**src/rtl/video_frame_source_if.sv**
```systemverilog
// video_frame_source_if: frame timing, dual-frame pixel data and target status from the synthetic source
interface video_frame_source_if;
    logic        per_frame_vsync;
    logic        per_frame_href;
    logic        per_frame_clken;
    logic [23:0] pix_data_in_A;
    logic [23:0] pix_data_in_B;
    logic [7:0]  per_img_red;
    logic [7:0]  per_img_green;
    logic [7:0]  per_img_blue;
    logic [9:0]  target_x;
    logic [15:0] frame_cnt;
    logic        frame_done;
    modport master (
        output per_frame_vsync, per_frame_href, per_frame_clken,
        output pix_data_in_A, pix_data_in_B,
        output per_img_red, per_img_green, per_img_blue,
        output target_x, frame_cnt, frame_done
    );
    modport slave (
        input per_frame_vsync, per_frame_href, per_frame_clken,
        input pix_data_in_A, pix_data_in_B,
        input per_img_red, per_img_green, per_img_blue,
        input target_x, frame_cnt, frame_done
    );
endinterface

```
**src/rtl/video_frame_source.sv**
```systemverilog
// video_frame_source: raster timing plus a bouncing white box rendered into current/previous RGB frames
module video_frame_source #(
    parameter logic [9:0] IMG_HDISP = 10'd640,
    parameter logic [9:0] IMG_VDISP = 10'd480,
    parameter logic [9:0] H_BLANK   = 10'd160,
    parameter logic [9:0] V_BLANK   = 10'd45,
    parameter logic [3:0] PIX_DIV   = 4'd1,
    parameter logic [9:0] BOX_W     = 10'd32,
    parameter logic [9:0] BOX_H     = 10'd32,
    parameter logic [9:0] BOX_Y     = 10'd200,
    parameter logic [9:0] STEP      = 10'd8
) (
    input logic sys_clk,
    input logic sys_rst,
    input logic run,
    video_frame_source_if.master vid
);
    localparam logic [10:0] HD = {1'b0, IMG_HDISP};
    localparam logic [10:0] VD = {1'b0, IMG_VDISP};
    localparam logic [10:0] HT = HD + {1'b0, H_BLANK};
    localparam logic [10:0] VT = VD + {1'b0, V_BLANK};
    localparam logic [10:0] BW = {1'b0, BOX_W};
    localparam logic [10:0] BH = {1'b0, BOX_H};
    localparam logic [10:0] BY = {1'b0, BOX_Y};
    localparam logic [10:0] ST = {1'b0, STEP};
    typedef enum logic {IDLE, ACTIVE} state_t;
    state_t state, state_nx;
    logic [3:0] div;
    logic [10:0] hcnt, vcnt, cx, px;
    logic [9:0] cur_x, prev_x;
    logic dir_left, turn, go_left;
    logic [15:0] frame_cnt;
    logic tick, h_last, fb, vsync, href, rows, in_a, in_b;
    logic vsync_q, href_q, clken_q, done_q;
    logic [23:0] a_q, b_q;
    always_ff @(posedge sys_clk)
        if (sys_rst) state <= IDLE;
        else state <= state_nx;
    always_comb begin
        cx = {1'b0, cur_x};
        px = {1'b0, prev_x};
        tick = state == ACTIVE && div == 4'd0;
        h_last = hcnt == HT - 11'd1;
        fb = tick && h_last && vcnt == VT - 11'd1;
        vsync = state == ACTIVE && vcnt < VD;
        href = vsync && hcnt < HD;
        rows = vcnt >= BY && vcnt < BY + BH;
        in_a = rows && hcnt >= cx && hcnt < cx + BW;
        in_b = rows && hcnt >= px && hcnt < px + BW;
        // direction after this boundary's decision: flip when the next step would leave the line
        turn = dir_left ? cx < ST : cx + ST + BW > HD;
        go_left = dir_left ^ turn;
        state_nx = state == IDLE ? (run ? ACTIVE : IDLE) : (fb && !run ? IDLE : ACTIVE);
    end
    always_ff @(posedge sys_clk) begin
        if (sys_rst) begin
            div <= '0;
            hcnt <= '0;
            vcnt <= '0;
            cur_x <= '0;
            prev_x <= '0;
            dir_left <= 1'b0;
            frame_cnt <= '0;
            vsync_q <= 1'b0;
            href_q <= 1'b0;
            clken_q <= 1'b0;
            done_q <= 1'b0;
            a_q <= '0;
            b_q <= '0;
        end else begin
            div <= (state == IDLE || div == PIX_DIV - 4'd1) ? 4'd0 : div + 4'd1;
            if (tick) begin
                hcnt <= h_last ? 11'd0 : hcnt + 11'd1;
                if (h_last) vcnt <= vcnt == VT - 11'd1 ? 11'd0 : vcnt + 11'd1;
            end
            if (fb) begin
                prev_x <= cur_x;
                dir_left <= go_left;
                cur_x <= go_left ? cur_x - STEP : cur_x + STEP;
                frame_cnt <= frame_cnt + 16'd1;
            end
            vsync_q <= vsync;
            href_q <= href;
            clken_q <= href && tick;
            done_q <= fb;
            a_q <= {24{href && in_a}};
            b_q <= {24{href && in_b}};
        end
    end
    assign vid.per_frame_vsync = vsync_q;
    assign vid.per_frame_href = href_q;
    assign vid.per_frame_clken = clken_q;
    assign vid.pix_data_in_A = a_q;
    assign vid.pix_data_in_B = b_q;
    assign vid.per_img_red = a_q[23:16];
    assign vid.per_img_green = a_q[15:8];
    assign vid.per_img_blue = a_q[7:0];
    assign vid.target_x = cur_x;
    assign vid.frame_cnt = frame_cnt;
    assign vid.frame_done = done_q;
endmodule

```
**src/flat_wrapper.sv**
```systemverilog
// flat-port wrapper written by rule: the top's interface ports become plain ports
module video_frame_source_flat 
#(
    parameter logic [9:0] IMG_HDISP = 10'd640,
    parameter logic [9:0] IMG_VDISP = 10'd480,
    parameter logic [9:0] H_BLANK   = 10'd160,
    parameter logic [9:0] V_BLANK   = 10'd45,
    parameter logic [3:0] PIX_DIV   = 4'd1,
    parameter logic [9:0] BOX_W     = 10'd32,
    parameter logic [9:0] BOX_H     = 10'd32,
    parameter logic [9:0] BOX_Y     = 10'd200,
    parameter logic [9:0] STEP      = 10'd8
)
  (sys_clk, sys_rst, run, vid_per_frame_vsync, vid_per_frame_href, vid_per_frame_clken, vid_pix_data_in_A, vid_pix_data_in_B, vid_per_img_red, vid_per_img_green, vid_per_img_blue, vid_target_x, vid_frame_cnt, vid_frame_done);
  video_frame_source_if vid_i ();
  input logic sys_clk;
  input logic sys_rst;
  input logic run;
  output wire logic [$bits(vid_i.per_frame_vsync)-1:0] vid_per_frame_vsync;
  output wire logic [$bits(vid_i.per_frame_href)-1:0] vid_per_frame_href;
  output wire logic [$bits(vid_i.per_frame_clken)-1:0] vid_per_frame_clken;
  output wire logic [$bits(vid_i.pix_data_in_A)-1:0] vid_pix_data_in_A;
  output wire logic [$bits(vid_i.pix_data_in_B)-1:0] vid_pix_data_in_B;
  output wire logic [$bits(vid_i.per_img_red)-1:0] vid_per_img_red;
  output wire logic [$bits(vid_i.per_img_green)-1:0] vid_per_img_green;
  output wire logic [$bits(vid_i.per_img_blue)-1:0] vid_per_img_blue;
  output wire logic [$bits(vid_i.target_x)-1:0] vid_target_x;
  output wire logic [$bits(vid_i.frame_cnt)-1:0] vid_frame_cnt;
  output wire logic [$bits(vid_i.frame_done)-1:0] vid_frame_done;
  assign vid_per_frame_vsync = vid_i.per_frame_vsync;
  assign vid_per_frame_href = vid_i.per_frame_href;
  assign vid_per_frame_clken = vid_i.per_frame_clken;
  assign vid_pix_data_in_A = vid_i.pix_data_in_A;
  assign vid_pix_data_in_B = vid_i.pix_data_in_B;
  assign vid_per_img_red = vid_i.per_img_red;
  assign vid_per_img_green = vid_i.per_img_green;
  assign vid_per_img_blue = vid_i.per_img_blue;
  assign vid_target_x = vid_i.target_x;
  assign vid_frame_cnt = vid_i.frame_cnt;
  assign vid_frame_done = vid_i.frame_done;
  video_frame_source #(.IMG_HDISP(IMG_HDISP), .IMG_VDISP(IMG_VDISP), .H_BLANK(H_BLANK), .V_BLANK(V_BLANK), .PIX_DIV(PIX_DIV), .BOX_W(BOX_W), .BOX_H(BOX_H), .BOX_Y(BOX_Y), .STEP(STEP)) u_core (.sys_clk(sys_clk), .sys_rst(sys_rst), .run(run), .vid(vid_i));
endmodule
```
**config.mk**
```make
export PLATFORM = sky130hd
export DESIGN_NAME = video_frame_source_flat
export DESIGN_NICKNAME = d
export VERILOG_FILES = /design/src/rtl/video_frame_source_if.sv /design/src/rtl/video_frame_source.sv /design/src/flat_wrapper.sv
export SDC_FILE = /design/constraint.sdc
export NUM_CORES = 1
export LEC_CHECK = 0
export CORE_MARGIN = 3
export CORE_UTILIZATION = 54
export DETAILED_ROUTE_END_ITERATION = 12
export GPL_ROUTABILITY_DRIVEN = 1
export PLACE_DENSITY = 0.86
export SYNTH_ARGS = -nofsm -noshare
export SYNTH_HDL_FRONTEND = slang
export SYNTH_SLANG_ARGS = --single-unit
```
**constraint.sdc**
```tcl
create_clock -name sys_clk -period 3.7 [get_ports sys_clk]
set_input_delay 0.37 -clock sys_clk [delete_from_list [all_inputs] [get_ports sys_clk]]
set_output_delay 0.37 -clock sys_clk [all_outputs]
set_load 0.03 [all_outputs]
```
# After elaboration in Yosys (flattened, before gate mapping)
# Cells that the tools add are included.
# classes
n_addsub,10
magnitude_cmp,10
n_eq_ne,2
n_mux,7
n_bitwise,2
n_reduce_logical,19
# ops
op,count
"adder 10 x 6 -> 11 bit, second input constant",2
"adder 11 x 1 -> 11 bit, second input constant",2
"== test 11 x 10 -> 1 bit, second input constant",2
>= comparator 11 x 10 -> 1 bit,2
< comparator 11 bit,2
two-way mux 11 bit,2
"adder 16 x 1 -> 16 bit, second input constant",1
logical AND 1 bit,14
"adder 10 x 4 -> 11 bit, second input constant",1
"adder 11 x 6 -> 11 bit, second input constant",1
">= comparator 11 x 8 -> 1 bit, second input constant",1
"> comparator 11 x 10 -> 1 bit, second input constant",1
"< comparator 11 x 10 -> 1 bit, second input constant",1
"< comparator 11 x 8 -> 1 bit, second input constant",1
"< comparator 11 x 9 -> 1 bit, second input constant",1
"adder 10 x 4 -> 10 bit, second input constant",1
"< comparator 10 x 4 -> 1 bit, second input constant",1
two-way mux 10 bit,1
"subtractor 10 x 4 -> 10 bit, second input constant",1
"adder 4 x 1 -> 4 bit, second input constant",1
logical NOT 4 bit,1
two-way mux 1 bit,4
AND reduction 2 bit,1
OR reduction 2 bit,1
other kinds (4),4
# totals
register_bits,70
input_bits,3
out_inout_bits,102
word_cells,64

# Logic depth before layout (Yosys ltp)
# Gate-level depths: netlist of run 1.
# logic_depth
depth_word,7
ltp_mapped,10
mapped_depth_nobuf,8

# Worst setup path before layout of run 1
# Ideal clock, no wire load.
# synth_timing
kind,reg-to-reg
start,"register u_core.cur_x[4], in the netlist u_core.vid.target_x[4]"
end,"register u_core.cur_x[5], in the netlist u_core.vid.target_x[5]"
setup_ps,121
arrival_time_ps,2481
required_time_ps,3579
setup_slack_ps,1099
path_stages_with_launch,10
n_path_buf,1
period_less_slack_ps,2601
path_cell_list,dfxtp_1 > clkbuf_2 > inv_1 > ha_1 > nor4bb_1 > a2bb2oi_1 > a221oi_1 > a221oi_4 > mux2i_1 > mux2_2
# synth_between
elab_chain_len,6
word_cells_on_any_way,9
cone_classes,add/sub: 4; order compare: 2; mux: 2; bitwise: 1
# synth_lines
item,line,text
start: declaration,video_frame_source.sv:30,"logic [9:0] cur_x, prev_x;"
start signal: assignment,video_frame_source.sv:79,cur_x <= go_left ? cur_x - STEP : cur_x + STEP;
adder 10 x 4 -> 11 bit,video_frame_source.sv:51,turn = dir_left ? cx < ST : cx + ST + BW > HD;
adder 11 x 6 -> 11 bit,video_frame_source.sv:51,
> comparator 11 x 10 -> 1 bit,video_frame_source.sv:51,
two-way mux 1 bit,video_frame_source.sv:51,
XOR 1 bit,video_frame_source.sv:52,go_left = dir_left ^ turn;
two-way mux 10 bit *,video_frame_source.sv:79,
# Mark *: on every way between the ends. The rest lies on a longest branch, timed or not.
# A chain may end at the register's enable or synchronous reset.

# Worst setup path in the final report of run 1
# layout_timing
start,"register u_core.cur_x[3], in the netlist u_core.vid.target_x[3]"
end,"register u_core.cur_x[8], in the netlist u_core.vid.target_x[8]"
# Same word-level chain as after synthesis.

==> flow_metrics.env, run 1 <==
export IMPL_layout_common_cells="clkdlybuf4s50_1, dfxtp_1, nor2_1"
export IMPL_reg2reg_depth=8
export IMPL_grt_setup_unrepaired="no"
export IMPL_numCtsBuffers=9
export IMPL_fin_util_pct=65.30
export IMPL_intPower_uw=961.6
export IMPL_dp_slack_ns=0.9572
export IMPL_cts_root_buf="clkbuf_8"
export IMPL_finalHoldViolCount=0
export IMPL_switchingPower_uw=304.5
export IMPL_track_usage_pct=21.07
export IMPL_ys_warn_count=0
export IMPL_crit_type="reg -> reg"
export IMPL_drt_wirelength_per_cell_um=14.88
export IMPL_drt_antenna_violating_nets=0
export IMPL_synth_mux_area_share_pct=2.927
export IMPL_postCtsSetupBuffers=0
export IMPL_htree_num_levels=3
export IMPL_skew_ns=0.007134
export IMPL_yosysSeqAreaShare_pct=29.38
export IMPL_grt_pass1_vias=3197
export IMPL_worstPathRequired_ns=3.93
export IMPL_p_seq_share_pct=55.0
export IMPL_synth_simple_area_share_pct=22.64
export IMPL_pwr_share_comb_pct=3.3
export IMPL_crit_fanout=12
export IMPL_regArea_um2=1281
export IMPL_cp_start_kind="register"
export IMPL_synth_area_um2=4360
export IMPL_max_slew_margin_pct=47.97
export IMPL_end_kind="register"
export IMPL_cellPowerDensity_nw_per_um2=249.6
export IMPL_async_reset_ff_share_pct=0
export IMPL_die_width_um=95.86
export IMPL_final_common_cell="clkdlybuf4s50_1"
export IMPL_max_vdd_ir_drop_mv=0.1896
export IMPL_drt_iter0_markers=156
export IMPL_clk_latency_ns=0.34
export IMPL_hpwl_um=7043
export IMPL_synth_adder_area_share_pct=11.48
export IMPL_worst_path_stages=8
export IMPL_synth_cell_types=54
export IMPL_crit_buf_inv=1
export IMPL_min_delay_path_class="reg -> reg"
export IMPL_crit_arrival_ns=3.04
export IMPL_drv_cap=0
export IMPL_p_leak_uw=0.001831
export IMPL_synth_top_family_by_area="simple AND/OR/NAND/NOR gates"
export IMPL_fillers=629
export IMPL_row_count=32
export IMPL_synth_edf_count=0
export IMPL_grt_overflow_total=0
export IMPL_worst_pin_slew_ns=0.7740
export IMPL_io_pin_count=105
export IMPL_synth_seq_cells=64
export IMPL_globalplace_congestion=0.9487
export IMPL_ys_top_cells_by_area="dfxtp_1, buf_4, ha_1"
export IMPL_first_pass_iters=4
export IMPL_netlist_instances=515
export IMPL_fin_tns_setup_ns=0
export IMPL_antenna_found_initial=0
export IMPL_status="finished clean"
export IMPL_setup_violations=0
export IMPL_cts_resized=0
export IMPL_finalCritPeriodShare_pct=75.85
export IMPL_area_growth_pct=16.33
export IMPL_chipHeight_um=95.86
export IMPL_antennaDiodeCount=0
export IMPL_num_vias=3471
export IMPL_fmax_mhz=356.3
export IMPL_synth_compound_area_share_pct=7.432
export IMPL_layout_setup_ws_ns=0.8937
export IMPL_p_sw_share_pct=24.05
export IMPL_route_final_wire_length_um=9644
export IMPL_yosys_most_used_dff="dfxtp_1"
export IMPL_grt_pass1_wl_um=15300
export IMPL_drv_slew=0
export IMPL_coreArea_um2=7767
export IMPL_multiInputGateArea_um2=2354
export IMPL_fin_crit_ns=2.806
export IMPL_synth_top_area_share_pct=29.38
export IMPL_numPortBuffers=101
export IMPL_max_stage_delay_ns=0.60
export IMPL_fin_nets=585
export IMPL_clkPwrFrac_pct=41.7
export IMPL_holdWs_ns=0.4619
export IMPL_postCtsHoldBufs=0
export IMPL_initial_utilization_pct=56.14
export IMPL_clk_pin_slew_ns=0.07
export IMPL_drc_errors=0
export IMPL_min_path_cells=2
export IMPL_cts_tree="built"
export IMPL_clock_sinks=64
export IMPL_cp_cell_sequence="inv_1 > ha_1 > nor4bb_1 > a2bb2oi_1 > a221oi_1 > a221oi_4 > mux2i_1 > mux2_1"
export IMPL_die_area_um2=9189
export IMPL_drive_gt1_share_pct=5.861
export IMPL_cts_max_path_buffers=2
export IMPL_synth_avg_cell_area_um2=8.467
export IMPL_grt_max_degree=49
export IMPL_slowest_stage="dfxtp_1"
export IMPL_yosysTopAreaCell="dfxtp_1"
export IMPL_viasPerCell=5.356
export IMPL_synth_xor_area_share_pct=9.240
export IMPL_crit_family="compound AO/OA/AOI/OAI gates"
==> cells in the mapped netlist, drive strengths merged, types with 5 or more instances <==
cell type  count
dfxtp         64
nand2         37
xnor2         26
ha            40
and3           7
nand4         14
and2           6
xor2          20
clkbuf        10
nor2b          5
o21ai          7
inv           28
nor3           5
nand3         20
buf           80
nor4           5
nor2          60
a21oi         22
mux2i          6
mux2           6
==> final timing paths <==
check	startpoint	slack, ns	end
max reg2reg	u_core.vid.target_x[3]	0.89	u_core.vid.target_x[8]
max	u_core.vid.target_x[3]	0.89	u_core.vid.target_x[8]
min reg2reg	u_core.prev_x[4]	0.46	u_core.prev_x[4]
min	u_core.prev_x[4]	0.46	u_core.prev_x[4]
==> per-stage QoR <==
| stage | total power (uW) | instance area, um^2 | cells |
|---|---|---|---|
| floorplan | 744.7 | 4368 | 517 |
| global placement | 752.0 | 4901 | 633 |
| detailed placement | 753.8 | 4901 | 633 |
| CTS | 1277 | 5072 | 648 |
| global route | 1311 | 5072 | 648 |
| finish | 1266 | 5072 | 648 |
==> cells by family (layout without fill, tap and decap cells) <==
| logic type | Yosys count | after routing |
|---|---|---|
| muxes | 12 | 12 |
| buffers and inverters | 118 | 147 |
| adders and majority gates | 40 | 40 |
| DFF | 64 | 64 |
| other | 1 | 3 |
| AOI/OAI and AO/OA | 49 | 49 |
| xor gates and xnor gates | 46 | 46 |
| and+or+nand+nor | 185 | 185 |
==> area by class of cell <==
class | count | area share, %
clock buffer | 10 | 2.713
clock inverter | 5 | 0.6660
inverter | 28 | 2.072
multi-input combinational | 335 | 46.40
sequential | 64 | 25.26
tap | 102 | 2.516
timing repair buffer | 104 | 20.37
==> flip-flops by register name (all words and copies together) (netlist names) <==
name,count
u_core.vid.frame_cnt,16
u_core.hcnt,11
u_core.vcnt,11
u_core.prev_x,7
u_core.vid.target_x,7
u_core.div,4
u_core.dir_left,1
u_core.state,1
u_core.vid.frame_done,1
u_core.vid.per_frame_clken,1
u_core.vid.per_frame_href,1
u_core.vid.per_frame_vsync,1
u_core.vid.pix_data_in_A,1
u_core.vid.pix_data_in_B,1
==> power by group through the flow <==
stage          Clock, uW  Combinational (uW)  Sequential, uW
6_report             528                41.6             697
5_1_grt              568                46.2             697
4_1_cts              539                41.6             697
3_5_place_dp           0                41.4             712
3_3_place_gp           0                40.2             712
2_1_floorplan          0                30.6             714
==> worst register-to-register path, stage by stage, from the launching register on <==
cell and delay, ns:
dfxtp_1 0.60, inv_1 0.11, ha_1 0.35, nor4bb_1 0.28
a2bb2oi_1 0.13, a221oi_1 0.50, a221oi_4 0.15, mux2i_1 0.24
mux2_1 0.35
==> routing by layer <==
layer	vias to the layer above	GRT usage [%]	share of wire, %
li1	1713	-	-
met1	1601	25.93	44
met4	0	8.175	1.7
met5	-	0	0
met3	17	4.926	8.2
met2	140	35.55	46
No activity file was read; power rests on OpenSTA's default activity.
==> inputs of run 2 (changes only) <==
--- a/config.mk
+++ b/config.mk
@@ -6,10 +6,10 @@
 export NUM_CORES = 1
 export LEC_CHECK = 0
 export CORE_MARGIN = 3
-export CORE_UTILIZATION = 54
+export CORE_UTILIZATION = 46
 export DETAILED_ROUTE_END_ITERATION = 12
 export GPL_ROUTABILITY_DRIVEN = 1
-export PLACE_DENSITY = 0.86
+export PLACE_DENSITY = 0.78
 export SYNTH_ARGS = -nofsm -noshare
 export SYNTH_HDL_FRONTEND = slang
 export SYNTH_SLANG_ARGS = --single-unit
==> constraint.sdc (replaced) <==
create_clock -name sys_clk -period 2.3 [get_ports sys_clk]
set_input_delay 0.23 -clock sys_clk [delete_from_list [all_inputs] [get_ports sys_clk]]
set_output_delay 0.23 -clock sys_clk [all_outputs]
set_load 0.03 [all_outputs]
==> flow_metrics.env, run 2 (synthesis results as in run 1) <==
export IMPL_status="finished, violations left"
export IMPL_violations="setup timing"
export IMPL_cts_max_path_buffers=2
export IMPL_fillers=734
export IMPL_worstPathRequired_ns=2.53
export IMPL_worst_pin_slew_ns=0.6185
export IMPL_row_count=34
export IMPL_globalplace_congestion=0.9143
export IMPL_cp_start_kind="register"
export IMPL_first_pass_iters=4
export IMPL_antennaDiodeCount=0
export IMPL_drt_wirelength_per_cell_um=14.16
export IMPL_multiInputGateArea_um2=2479
export IMPL_holdWs_ns=0.4582
export IMPL_clock_sinks=64
export IMPL_min_to="u_core.prev_x[9]"
export IMPL_fin_nets=632
export IMPL_max_slew_margin_pct=58.71
export IMPL_fin_util_pct=63.14
export IMPL_setup_violations=5
export IMPL_drc_errors=0
export IMPL_grt_overflow_total=0
export IMPL_clk_latency_ns=0.34
export IMPL_numPortBuffers=101
export IMPL_min_from="u_core.prev_x[9]"
export IMPL_skew_ns=0.006639
export IMPL_reg_top3="u_core.vid.frame_cnt: 16 flops, u_core.hcnt: 11 flops, u_core.vcnt: 11 flops"
export IMPL_end_kind="register"
export IMPL_drv_slew=0
export IMPL_die_area_um2=10680
export IMPL_drv_cap=0
export IMPL_num_vias=3630
export IMPL_io_pin_count=105
export IMPL_rr_startpoint="u_core.vid.target_x[4]"
export IMPL_route_final_wire_length_um=10180
export IMPL_crit_type="reg -> reg"
export IMPL_track_usage_pct=18.92
export IMPL_cellPowerDensity_nw_per_um2=394.7
export IMPL_drive_gt1_share_pct=18.55
export IMPL_die_width_um=103.4
export IMPL_final_common_cell="clkdlybuf4s50_1"
export IMPL_grt_max_degree=49
export IMPL_drt_antenna_violating_nets=0
export IMPL_crit_fanout=8
export IMPL_crit_arrival_ns=2.56
export IMPL_min_delay_path_class="reg -> reg"
export IMPL_viasPerCell=5.049
export IMPL_slowest_stage="a221oi_4"
export IMPL_max_stage_delay_ns=0.46
export IMPL_grt_pass1_vias=3425
export IMPL_max_vdd_ir_drop_mv=0.3144
export IMPL_clk_pin_slew_ns=0.07
export IMPL_coreArea_um2=8976
export IMPL_chipHeight_um=103.4
export IMPL_finalHoldViolCount=0
export IMPL_fmax_mhz=430.1
export IMPL_regArea_um2=1304
export IMPL_layout_common_cells="clkdlybuf4s50_1, nor2_1, dfxtp_1"
export IMPL_p_total_uw=2237
export IMPL_largest_reg_flops=16
export IMPL_p_leak_uw=0.002146
export IMPL_min_path_cells=2
export IMPL_cp_cell_sequence="inv_4 > ha_4 > nand4b_1 > a2bb2oi_2 > a221oi_2 > a221oi_4 > mux2i_1 > mux2_2"
export IMPL_antenna_found_initial=0
export IMPL_finalCritPeriodShare_pct=101.1
export IMPL_cts_tree="built"
export IMPL_grt_pass1_wl_um=15990
export IMPL_hpwl_um=7471
export IMPL_cts_root_buf="clkbuf_8"
export IMPL_numCtsBuffers=9
export IMPL_fin_crit_ns=2.325
export IMPL_grt_setup_unrepaired="yes"
export IMPL_layout_setup_ws_ns=-0.02526
export IMPL_r2r_end="u_core.vid.target_x[6]"
export IMPL_area_growth_pct=29.99
export IMPL_reg2reg_depth=8
export IMPL_largest_register="u_core.vid.frame_cnt"
export IMPL_drt_iter0_markers=127
export IMPL_htree_num_levels=3
export IMPL_r2r_slack_ns=-0.03
export IMPL_crit_start="u_core.vid.target_x[4]"
export IMPL_initial_utilization_pct=48.58
==> run 2: cell count changes in the layout (fill, tap and decap cells not counted), sizes merged <==
cell,change
clkinv,-2
bufinv,+1
buf,+47
clkbuf,+3
clkinvlp,-2
==> run 2: worst max path at each step <==
stage | slack (ns) | to | depth (start not counted)
6_report | -0.03 | u_core.vid.target_x[6] | 8
5_1_grt | -0.14 | u_core.vid.target_x[7] | 7
4_1_cts | 0.001 | u_core.vid.target_x[6] | 8
3_5_place_dp | -0.05 | u_core.vid.target_x[6] | 8
3_3_place_gp | 0.006 | u_core.vid.target_x[6] | 8
2_1_floorplan | 0.0004 | u_core.vid.target_x[6] | 9
==> run 2: stage by stage <==
step	worst slack (ns)	instances	instance area [um^2]	setup TNS, ns
floorplan	0.0003557	517	4434	0
global placement	0.005672	693	5249	0
detailed placement	-0.05261	693	5249	-0.1845
CTS	0.001080	713	5514	0
global route	-0.1365	719	5668	-0.6427
finish	-0.02526	719	5668	-0.08221
==> run 2: critical path, delay by kind of cell (launching register included) <==
family | cells | cell delay, ns
flip-flops | 1 | 0.42
adder cells (fa/ha/maj) | 1 | 0.26
multiplexers | 2 | 0.61
AO/OA/AOI/OAI | 3 | 0.76
buffers and inverters | 1 | 0.05
AND/OR/NAND/NOR | 1 | 0.12
==> run 2: layout make-up <==
cell class,count,share of cell area (%)
timing repair buffer,151,24.75
clock buffer,13,3.179
tap,126,2.781
clock inverter,2,0.6181
multi-input combinational,335,43.73
inverter,28,1.943
sequential,64,23.00
==> run 2: per-layer routing <==
| metal | wire [um] | part of all wire [%] | vias to the layer above | GRT usage, % |
|---|---|---|---|---|
| met3 | 726 | 7.1 | 18 | 4.359 |
| met5 | 0 | 0 | - | 0 |
| met2 | 4756 | 47 | 136 | 31.42 |
| met1 | 4522 | 44 | 1661 | 23.97 |
| met4 | 176 | 1.7 | 0 | 6.873 |
| li1 | - | - | 1815 | - |
==> run 2: repair_timing <==
item                       4_1_cts  5_1_grt
pin swaps                        2        8
hold buffers                     0        0
resized for setup                3       29
setup buffers                    5        6
setup endpoints to repair        5        7
==> run 2: report_power, final <==
group | internal, uW | switching (uW)
registers | 1110 | 4.32
clock network | 619 | 427
logic | 28.6 | 47.8
==> patch (flow settings as in run 1) <==
Take the reset off `a_q` and `b_q` and load them in a clocked block of their own.
--- a/src/rtl/video_frame_source.sv
+++ b/src/rtl/video_frame_source.sv
@@ -67,4 +67,2 @@
             done_q <= 1'b0;
-            a_q <= '0;
-            b_q <= '0;
         end else begin
@@ -85,5 +83,8 @@
             done_q <= fb;
-            a_q <= {24{href && in_a}};
-            b_q <= {24{href && in_b}};
         end
+    end
+
+    always_ff @(posedge sys_clk) begin
+        a_q <= {24{href && in_a}};
+        b_q <= {24{href && in_b}};
     end
Function: same outputs for any inputs over 10 cycles, from zero or initial values and one cycle with sys_rst high; that may be too few to reach the edited logic, so the function may still have changed.
==> patch against run 1 <==
- total power increased by 13%
- final cell count increased by 2.3%
- sequential share of layout area decreased by 0.49 points
- final area increased by 2.1%
- setup slack improved by 0.12 ns
- routed wire length decreased by 1.3%
- area after synthesis increased by 1.7%
- sequential cell count unchanged
- largest cell class unchanged
==> patch: results (changes against run 1) <==
- Area after DPL: 4946 um^2 (+0.92%)
- Layout cells sized above 1: 5.882% (+0.022 points)
- RR Endpoint: u_core.vid.target_x[6]
- Hold endpoint: u_core.prev_x[3]
- Drt pass-1 iters: 5 (+1)
- Filler cell count in the final layout: 614 (-2.4%)
- Met1 wire length: 4211 um (-0.73%)
- Metal2 WL: 4279 um (-3.8%)
- Comb pwr share: 2.6% (-0.7 points)
- Total number of vias: 3,617 (+4.2%)
- Non-CTS inverters: 29 (+3.6%)
- Setup slack, reg-to-reg: 1.02 ns (+0.12 ns)
- RD Place Congestion: 0.8983 (-5.3%)
- GR Layer Usage met2: 30.52% (-5.0 points)
- Worst setup path startpoint: u_core.vid.target_x[5]
- Yosys cell types: 56 (+3.7%)
- Final Cycle Share: 72.53% (-3.3 points)
- Clk. pwr: 0.000695 W (+32%)
- M1 GR Usage: 24.55% (-1.4 points)
- Crit path arrival time: 2.93 ns (-0.11 ns)
- Hold Crit Start: u_core.prev_x[3]
- Power after layout: 0.001428 W (+13%)
- Worst Skew: 0.01045 ns (+0.003313 ns)
- ClkCell Share: 4.447% (+1.1 points)
- Global routing usage on met3: 7.642% (+2.7 points)
- Dpl ws: 1.151 ns (+0.1935 ns)
- Multi-input gate area: 2402 um^2 (+2.1%)
- Sequential-to-total area share from yosys stat: 28.90% (-0.48 points)
- Placed Cells: 647 (+2.2%)
- Synth top cells by count: buf_4, dfxtp_1, nor2_1
- Port bufs: 101 (unchanged)
- Status: complete, no violations
- Final non-clock buffer share: 19.82% (-0.56 points)
- Area contributors post-synth: dfxtp_1, buf_4, ha_1
- Synth Area per Inst: 8.333 um^2 (-1.6%)
- Fin cells: 663 (+2.3%)
- Metal3 WL: 841 um (+6.7%)
- CTS root buf: clkbuf_8
- Starting DRC count in detailed routing: 217 (+39%)
- Largest stage delay on the critical path: 0.58 ns (-0.02 ns)
- Internal: 0.001103 W (+15%)
- Power Density: 275.8 nW/um^2 (+11%)
- Post-Route WL: 9517 um (-1.3%)
- Seq. cell area: 1282 um^2 (about the same)
- CP max FO: 13 (+1)
- Worst slew pin tran: 0.6822 ns (-0.09182 ns)
- Vias in the first global route: 3,375 (+5.6%)
- Post-DP HPWL: 6817 um (-3.2%)
- Bufs w/o clock: 103 (-0.96%)
-- patch: cell types whose count changed in the layout (fill, tap and decap cells not counted), sizes merged, moves of 4 or more --
cell / delta
nor3b: +4
nand3: -6
xnor2: +6
nor4: +6
nor3: +8
or4: -4
xor2: -8
nand2: +4
-- patch: cell families after synthesis --
logic type                 count (synthesis)  share of synthesized area [%]
AOI/OAI and AO/OA                         59                          8.242
xor gates and xnor gates                  44                          8.693
adders and majority gates                 40                          11.29
buffers and inverters                    121                          17.27
DFF                                       64                          28.90
muxes                                      7                          1.665
other                                      1                        0.08459
and+or+nand+nor                          196                          23.85
-- patch: worst max-delay path: cells and delay by family, from the launching register on --
kind,cells,cell delay [ns]
buffers and inverters,1,0.21
AOI/OAI and AO/OA,2,0.34
muxes,2,0.60
and+or+nand+nor,2,0.56
DFF,1,0.58
adders and majority gates,1,0.27
